<file path="config.mk">
export PLATFORM = sky130hd
export DESIGN_NAME = sevenseg_frame_decoder
export DESIGN_NICKNAME = d
export VERILOG_FILES = /design/src/rtl/sevenseg_frame_decoder.sv
export SDC_FILE = /design/constraint.sdc
export NUM_CORES = 1
export LEC_CHECK = 0
export BUFFER_PORTS_ARGS = -buffer_cell sky130_fd_sc_hd__buf_2
export CAP_MARGIN = 30
export CELL_PAD_IN_SITES_DETAIL_PLACEMENT = 0
export CELL_PAD_IN_SITES_GLOBAL_PLACEMENT = 2
export CORE_ASPECT_RATIO = 0.8
export CORE_MARGIN = 2
export CORE_UTILIZATION = 41
export DETAILED_ROUTE_END_ITERATION = 6
export PLACE_DENSITY = 0.83
export SYNTH_ARGS = -nofsm -noshare
export SYNTH_HDL_FRONTEND = slang
export SYNTH_SLANG_ARGS = --single-unit
</file>
<file path="constraint.sdc">
create_clock -name clk -period 4.05 [get_ports clk]
set_input_delay 0.2025 -clock clk [delete_from_list [all_inputs] [get_ports clk]]
set_output_delay 0.2025 -clock clk [all_outputs]
set_load 0.03 [all_outputs]
</file>
<file path="src/rtl/sevenseg_frame_decoder.sv">
// sevenseg_frame_decoder
//   Samples a multiplexed seven-segment bus (seg + an), waits for each digit
//   pattern to dwell for STABLE_CYCLES identical samples, decodes it back to a
//   hex nibble and assembles DIGITS nibbles into one frame. Completed frames
//   leave on a valid/ready output; a frame that completes while the output is
//   still occupied is dropped and flagged with a one-cycle overrun pulse.
//   Build option: define SEVENSEG_ACTIVE_LOW_EN for common-anode boards
//   (seg and an active-low); by default both are active-high.
module sevenseg_frame_decoder #(
  parameter int DIGITS        = 4,
  parameter int STABLE_CYCLES = 4
) (
  input  logic                  clk,
  input  logic                  rst_n,
  input  logic [7:0]            seg,
  input  logic [DIGITS-1:0]     an,
  output logic [4*DIGITS-1:0]   frame_data,
  output logic [DIGITS-1:0]     frame_err,
  output logic [DIGITS-1:0]     frame_dp,
  output logic                  frame_valid,
  input  logic                  frame_ready,
  output logic                  overrun
);

  // Counter saturates at CNT_MAX; the capture fires on the step into it.
  localparam logic [7:0] CNT_MAX = 8'(STABLE_CYCLES - 1);
  localparam logic [7:0] CNT_PRE = 8'(STABLE_CYCLES - 2);

  // Polarity normalisation ahead of the input register.
  logic [7:0]        seg_in;
  logic [DIGITS-1:0] an_in;

`ifdef SEVENSEG_ACTIVE_LOW_EN
  assign seg_in = ~seg;
  assign an_in  = ~an;
`else
  assign seg_in = seg;
  assign an_in  = an;
`endif

  // Input stage and previous-sample copy.
  logic [7:0]        s_seg_q, p_seg_q;
  logic [DIGITS-1:0] s_an_q,  p_an_q;

  // Stability counter and capture strobe.
  logic [7:0] cnt_q, cnt_d;
  logic       capture;

  // Slot storage for the frame being collected.
  logic [4*DIGITS-1:0] slot_nib_q, slot_nib_d;
  logic [DIGITS-1:0]   slot_err_q, slot_err_d;
  logic [DIGITS-1:0]   slot_dp_q,  slot_dp_d;
  logic [DIGITS-1:0]   fill_q,     fill_d;

  // Frame output registers.
  logic [4*DIGITS-1:0] frame_data_q,  frame_data_d;
  logic [DIGITS-1:0]   frame_err_q,   frame_err_d;
  logic [DIGITS-1:0]   frame_dp_q,    frame_dp_d;
  logic                frame_valid_q, frame_valid_d;
  logic                overrun_q,     overrun_d;

  // Decoded view of the current sample.
  logic [3:0] dec_nib;
  logic       dec_err;
  logic       frame_full, out_free, load, drop;

  // Map a 7-bit segment code (a..g) to {err, nibble}; unknown codes give err=1, nibble=0.
  function automatic logic [4:0] decode7(input logic [6:0] code);
    logic [4:0] r;
    case (code)
      7'h3f: r = {1'b0, 4'h0};
      7'h06: r = {1'b0, 4'h1};
      7'h5b: r = {1'b0, 4'h2};
      7'h4f: r = {1'b0, 4'h3};
      7'h66: r = {1'b0, 4'h4};
      7'h6d: r = {1'b0, 4'h5};
      7'h7d: r = {1'b0, 4'h6};
      7'h07: r = {1'b0, 4'h7};
      7'h7f: r = {1'b0, 4'h8};
      7'h6f: r = {1'b0, 4'h9};
      7'h77: r = {1'b0, 4'ha};
      7'h7c: r = {1'b0, 4'hb};
      7'h39: r = {1'b0, 4'hc};
      7'h5e: r = {1'b0, 4'hd};
      7'h79: r = {1'b0, 4'he};
      7'h71: r = {1'b0, 4'hf};
      default: r = {1'b1, 4'h0};
    endcase
    return r;
  endfunction

  assign {dec_err, dec_nib} = decode7(s_seg_q[6:0]);

  // Register the bus and keep the previous sample for the stability compare.
  always_ff @(posedge clk or negedge rst_n) begin
    if (!rst_n) begin
      s_seg_q <= '0;
      s_an_q  <= '0;
      p_seg_q <= '0;
      p_an_q  <= '0;
    end else begin
      // NOTE: non-blocking so p_* takes the old s_* value, forming a real pipeline.
      s_seg_q <= seg_in;
      s_an_q  <= an_in;
      p_seg_q <= s_seg_q;
      p_an_q  <= s_an_q;
    end
  end

  // Count identical one-hot samples; saturate so one dwell yields one capture.
  always_comb begin
    // NOTE: every comb output gets a default first so no path can infer a latch.
    cnt_d   = '0;
    capture = 1'b0;
    if ((s_seg_q == p_seg_q) && (s_an_q == p_an_q) && $onehot(s_an_q)) begin
      cnt_d   = (cnt_q == CNT_MAX) ? cnt_q : cnt_q + 8'd1;
      capture = (cnt_q == CNT_PRE);
    end
  end

  // Frame completion and output availability.
  assign frame_full = &fill_q;
  assign out_free   = !frame_valid_q || frame_ready;
  assign load       = frame_full && out_free;
  assign drop       = frame_full && !out_free;

  // Slot writes on capture; a full frame (loaded or dropped) clears the fill mask.
  always_comb begin
    slot_nib_d = slot_nib_q;
    slot_err_d = slot_err_q;
    slot_dp_d  = slot_dp_q;
    fill_d     = frame_full ? '0 : fill_q;
    for (int i = 0; i < DIGITS; i++) begin
      if (capture && s_an_q[i]) begin
        slot_nib_d[4*i +: 4] = dec_nib;
        slot_err_d[i]        = dec_err;
        slot_dp_d[i]         = s_seg_q[7];
        fill_d[i]            = 1'b1;
      end
    end
  end

  // Output side: handshake drops valid, a load (same edge allowed) re-asserts it.
  always_comb begin
    frame_data_d  = frame_data_q;
    frame_err_d   = frame_err_q;
    frame_dp_d    = frame_dp_q;
    frame_valid_d = frame_valid_q;
    overrun_d     = drop;
    if (frame_valid_q && frame_ready) begin
      frame_valid_d = 1'b0;
    end
    if (load) begin
      frame_data_d  = slot_nib_q;
      frame_err_d   = slot_err_q;
      frame_dp_d    = slot_dp_q;
      frame_valid_d = 1'b1;
    end
  end

  // State registers for counter, slots and frame outputs.
  always_ff @(posedge clk or negedge rst_n) begin
    if (!rst_n) begin
      cnt_q         <= '0;
      fill_q        <= '0;
      // NOTE: slot contents are reset too; they are a few flops, not a RAM, and
      // clearing them keeps a post-reset frame free of stale data.
      slot_nib_q    <= '0;
      slot_err_q    <= '0;
      slot_dp_q     <= '0;
      frame_data_q  <= '0;
      frame_err_q   <= '0;
      frame_dp_q    <= '0;
      frame_valid_q <= 1'b0;
      overrun_q     <= 1'b0;
    end else begin
      cnt_q         <= cnt_d;
      fill_q        <= fill_d;
      slot_nib_q    <= slot_nib_d;
      slot_err_q    <= slot_err_d;
      slot_dp_q     <= slot_dp_d;
      frame_data_q  <= frame_data_d;
      frame_err_q   <= frame_err_d;
      frame_dp_q    <= frame_dp_d;
      frame_valid_q <= frame_valid_d;
      overrun_q     <= overrun_d;
    end
  end

  assign frame_data  = frame_data_q;
  assign frame_err   = frame_err_q;
  assign frame_dp    = frame_dp_q;
  assign frame_valid = frame_valid_q;
  assign overrun     = overrun_q;

endmodule
</file>
* Word-level counts from Yosys, hierarchy flattened
Cells that the tools add are included.
** Cells by class
- Add/sub/neg operators :: 4
- Equality and inequality tests :: 22
- Muxes and demuxes :: 11
- Reductions and logical operators :: 18
** Operators with widths (count)
- $eq 7x7->1 const B :: 12
- $pmux 5 s16 :: 1
- $eq 8x2->1 const B :: 2
- $mux 8 :: 2
- $eq 7x3->1 const B :: 2
- $eq 7x6->1 const B :: 2
- $reduce_bool 2->1 :: 5
- $logic_and 1x1->1 :: 9
- $add 8x1->8 const B :: 1
- $eq 8x8->1 :: 1
- $mux 1 :: 7
- $add 1x1->2 :: 2
- $eq 4x4->1 :: 1
- $mux 4 :: 1
- $reduce_and 4->1 :: 1
- $add 2x2->3 :: 1
- $eq 3x1->1 const B :: 1
- $logic_not 1->1 :: 2
- $ne 2x2->1 const B :: 1
- $logic_or 1x1->1 :: 1
** Storage, ports and cells
- Bits in registers :: 86
- Input bits :: 15
- Output and inout port bits :: 26
- Word-level logic and storage cells :: 81

* Depth between registers and ports, before layout
- Depth after elaboration :: 7
- Depth in mapped cells :: 10
- Gate-level depth less buffers :: 9

* Worst setup path after synthesis
OpenSTA, ideal clock, no wires.
- Kind :: flip-flop to flip-flop
- Start :: reg s_an_q[0]
- End :: reg slot_dp_q[1]
- Setup time :: 0.125 ns
- Data arrival time :: 2.845 ns
- Data required time :: 3.925 ns
- Setup slack :: 1.080 ns
- Stages on the path, launching flop included :: 11
- Buffers on the path :: 1
- Cells stage by stage :: dfrtp_1 -> inv_1 -> fa_1 -> inv_1 -> ha_1 -> ha_1 -> nor4b_2 -> nand4_2 -> buf_6 -> nor3_4 -> mux2_4
** On the way
- Word-level cells in the longest chain between the ends :: 6
** RTL lines
- start, declared :: RTL line 43 : logic [DIGITS-1:0] s_an_q, p_an_q;
- start signal, assigned :: RTL line 104 : s_an_q <= an_in;
- $add 1x1->2 (implied by the code) :: RTL line 115 : if ((s_seg_q == p_seg_q) && (s_an_q == p_an_q) && $onehot(s_an_q)) begin
- $add 2x2->3 (implied by the code) :: RTL line 115
- $eq 3x1->1 :: RTL line 115
- $logic_and 1x1->1 * :: RTL line 115
- $mux 1 * :: RTL line 115
- $logic_and 1x1->1 * :: RTL line 134 : if (capture && s_an_q[i]) begin
- end signal, assigned :: RTL line 181 : slot_dp_q <= slot_dp_d;
- end, declared :: RTL line 52 : logic [DIGITS-1:0] slot_dp_q, slot_dp_d;
Mark *: on every way between the ends. The rest lies on a longest branch, timed or not.
A chain may end at the register's enable or synchronous reset.

* Worst setup path in the final report
- Start :: reg s_an_q[0]
- End :: reg slot_nib_q[10]
** On the way
- Word-level cells in the longest chain between the ends :: 6
** RTL lines
- $add 1x1->2 (implied by the code) :: RTL line 115
- $add 2x2->3 (implied by the code) :: RTL line 115
- $eq 3x1->1 :: RTL line 115
- $logic_and 1x1->1 * :: RTL line 115
- $mux 1 * :: RTL line 115
- $logic_and 1x1->1 * :: RTL line 134
- end signal, assigned :: RTL line 179 : slot_nib_q <= slot_nib_d;
- end, declared :: RTL line 50 : logic [4*DIGITS-1:0] slot_nib_q, slot_nib_d;
Marks and branches as above.

==> impl_metrics.json <==
{
  "arrival_ns": 3.60,
  "netlist_instances": 259,
  "track_usage": 0.151,
  "core_area_sq_mm": 0.00856,
  "ios": 41,
  "ys_seq_area_frac": 0.592,
  "drive_gt1_frac": 0.367,
  "avgSynthCellArea_sq_um": 14.0,
  "ys_ff_latch": 86,
  "rsz0062_at_grt": "no",
  "dieWidth_um": 109,
  "ir_worst_vdd_v": 0.000166,
  "firstDrtPassIters": 4,
  "skew_ns": 0.0120,
  "p_leak_uw": 0.00217,
  "max_cap_violations": 0,
  "n_antenna_cell": 0,
  "routed-via-count": 2152,
  "timing.hold.ws_ns": 0.109,
  "critPathLaunchType": "flop",
  "drt_iter0_drc": 78,
  "worstSetupPathType": "flop to flop",
  "area_growth_pct": 17.7,
  "worstMarginPinSlew_ns": 0.646,
  "cpPeakStageDelay_ns": 0.57,
  "hold_path_class": "input port to flop",
  "instances_no_fill": 431,
  "setup_tns_ns": 0,
  "fmaxAchievable_mhz": 298,
  "fin_nets": 334,
  "worst-path-max-fanout": 12,
  "synth-edff-count": 0,
  "wire_per_inst_um": 15.0,
  "gr-total-overflow": 0,
  "crit_buf_inv": 2,
  "ys_warn_count": 0,
  "maxSlewViolCount": 0,
  "die_area_sq_mm": 0.00964,
  "place_area_sq_mm": 0.00397,
  "cts_root_buffer": "clkbuf_8",
  "num_rows": 30,
  "routabilityCongestion": 0.777,
  "period_share": 0.828,
  "grt_pass1_vias": 2059,
  "clock_latency_ns": 0.35,
  "numPortBuffers": 40,
  "fin_area_sq_mm": 0.00428,
  "ant_nets": 0,
  "cts_tree": "built",
  "cts.clk_slew.worst_paths_ns": 0.09,
  "slew-limit-headroom": 0.566,
  "clk_path_buf_depth": 2,
  "ys.flop_type": "dfrtp_1",
  "critPathRequiredTime_ns": 4.29,
  "async_flop_share": 1.00,
  "netlist-cell-type-count": 43,
  "power.density_mw_per_mm2": 353,
  "grt_pass1_wl_mm": 10.8,
  "crit_path_end_kind": "flop",
  "cp_top_family": "simple AND/OR/NAND/NOR gates",
  "antenna_found_initial": 0,
  "netlist_area_sq_mm": 0.00363,
  "post-dp-hpwl_mm": 4.46,
  "dieHeight_um": 88.2,
  "grt_max_degree": 57,
  "drc_errors": 0,
  "hold_viol_final": 0,
  "synth_fp_nets": 279,
  "dp_cells": 402,
  "utilization": 0.500,
  "worstPathCellList": "inv_1 -> fa_1 -> inv_1 -> ha_1 -> ha_1 -> nor4b_2 -> nand4_2 -> nor3_4 -> mux2_2",
  "clock_sinks": 86,
  "wirelength_mm": 6.45,
  "status": "finished clean",
  "cts_buffers": 9,
  "cts_resized": 0,
  "viasPerCell": 4.99,
  "setup_viol": 0,
  "fin_crit_ns": 3.35,
  "cp_slowest_cell": "nor3_4",
  "h-tree-depth": 3,
  "initial_core_util": 0.425
}
cell type report:
cell class	instances	area (sq um)
fillers	756	4280
flip-flops and latches	86	2150
multi-input cells	153	1400
repair buffers	55	375
well taps	112	140
clock buffers	9	124
clock inverters	7	55.1
inverters	9	33.8
synth_stat cells, types with 4 or more instances:
| master | count | area share |
|---|---|---|
| dfrtp_1 | 86 | 0.59 |
| mux2_2 | 34 | 0.11 |
| xor2_1 | 19 | 0.046 |
| mux2_4 | 12 | 0.050 |
| nor2_1 | 11 | 0.011 |
| inv_1 | 9 | 0.0093 |
| nand3_1 | 9 | 0.012 |
| clkbuf_1 | 7 | 0.0072 |
| nand2_1 | 7 | 0.0072 |
| nor3_4 | 5 | 0.022 |
| a211oi_1 | 4 | 0.0083 |
| a21o_1 | 4 | 0.0083 |
| ha_1 | 4 | 0.014 |
report_power, final:
group / total, uW / internal (uW) / switching [uW] / leakage, uW
clock: 545 / 229 / 316 / 0.0000866
combinational: 75.8 / 34.3 / 41.5 / 0.000934
sequential: 889 / 870 / 18.7 / 0.00115
kinds of logic (layout without fill, tap and decap cells):
logic type      count (synthesis)  after routing  synth area share
flops                          86             86             0.592
simple gates                   59             59             0.114
mux                            48             48             0.161
compound gates                 21             21            0.0417
xor+xnor                       20             20            0.0482
buf+inv                        20             80            0.0238
fa+ha+maj                       5              5            0.0193
per-layer routing:
layer  vias to the layer above  share of wire  track usage
met1                      1075           0.50        0.223
li1                       1024              -            -
met4                         0         0.0081       0.0518
met3                         7          0.040       0.0432
met5                         -              0            0
met2                        46           0.45        0.213
path summary, 6_finish.rpt:
path,from,endpoint,slack (ns),depth (start not counted)
max,s_an_q[0],slot_nib_q[10],0.70,9
min,frame_ready,overrun,0.11,3
max reg2reg,s_an_q[0],slot_nib_q[10],0.70,9
min reg2reg,s_an_q[0],p_an_q[0],0.43,0
max in group asynchronous,rst_n,frame_dp[3],3.11,3
min in group asynchronous,rst_n,cnt_q[3],0.33,2
state kept, by name (all words and copies together) (netlist names), 8 cells and up:
| name | flops |
|---|---|
| cnt_q | 8 |
| p_seg_q | 8 |
| slot_nib_q | 16 |
| frame_data | 16 |
| s_seg_q | 8 |
worst register-to-register path, cell delays in order (launching register included):
cell     delay [ns]
dfrtp_1        0.39
inv_1          0.11
fa_1           0.54
inv_1          0.04
ha_1           0.17
ha_1           0.28
nor4b_2        0.30
nand4_2        0.46
nor3_4         0.58
mux2_2         0.39
cells in the final DEF (no fill, tap or decap), types with 5 or more instances in the layout:
cell	instances
mux2_4	12
nor3_4	5
inv_1	9
buf_2	39
nor2_1	11
nand3_1	9
nand2_1	7
dlygate4sd3_1	13
clkbuf_8	9
dfrtp_1	86
xor2_1	19
mux2_2	34
through the flow:
| stage | total power (uW) | worst slack [ns] |
|---|---|---|
| after floorplan | 937 | 1.08 |
| after global placement | 970 | 0.720 |
| after detailed placement | 975 | 0.674 |
| after CTS | 1540 | 0.652 |
| after global routing | 1580 | 0.454 |
| final | 1510 | 0.698 |
repair_timing:
item	4_1_cts	5_1_grt
endpoints found under the hold margin	42	0
buffers inserted	0	0
endpoints found under the setup margin	0	0
hold buffers	13	0
Note: power is estimated with default switching activity, not from simulation.
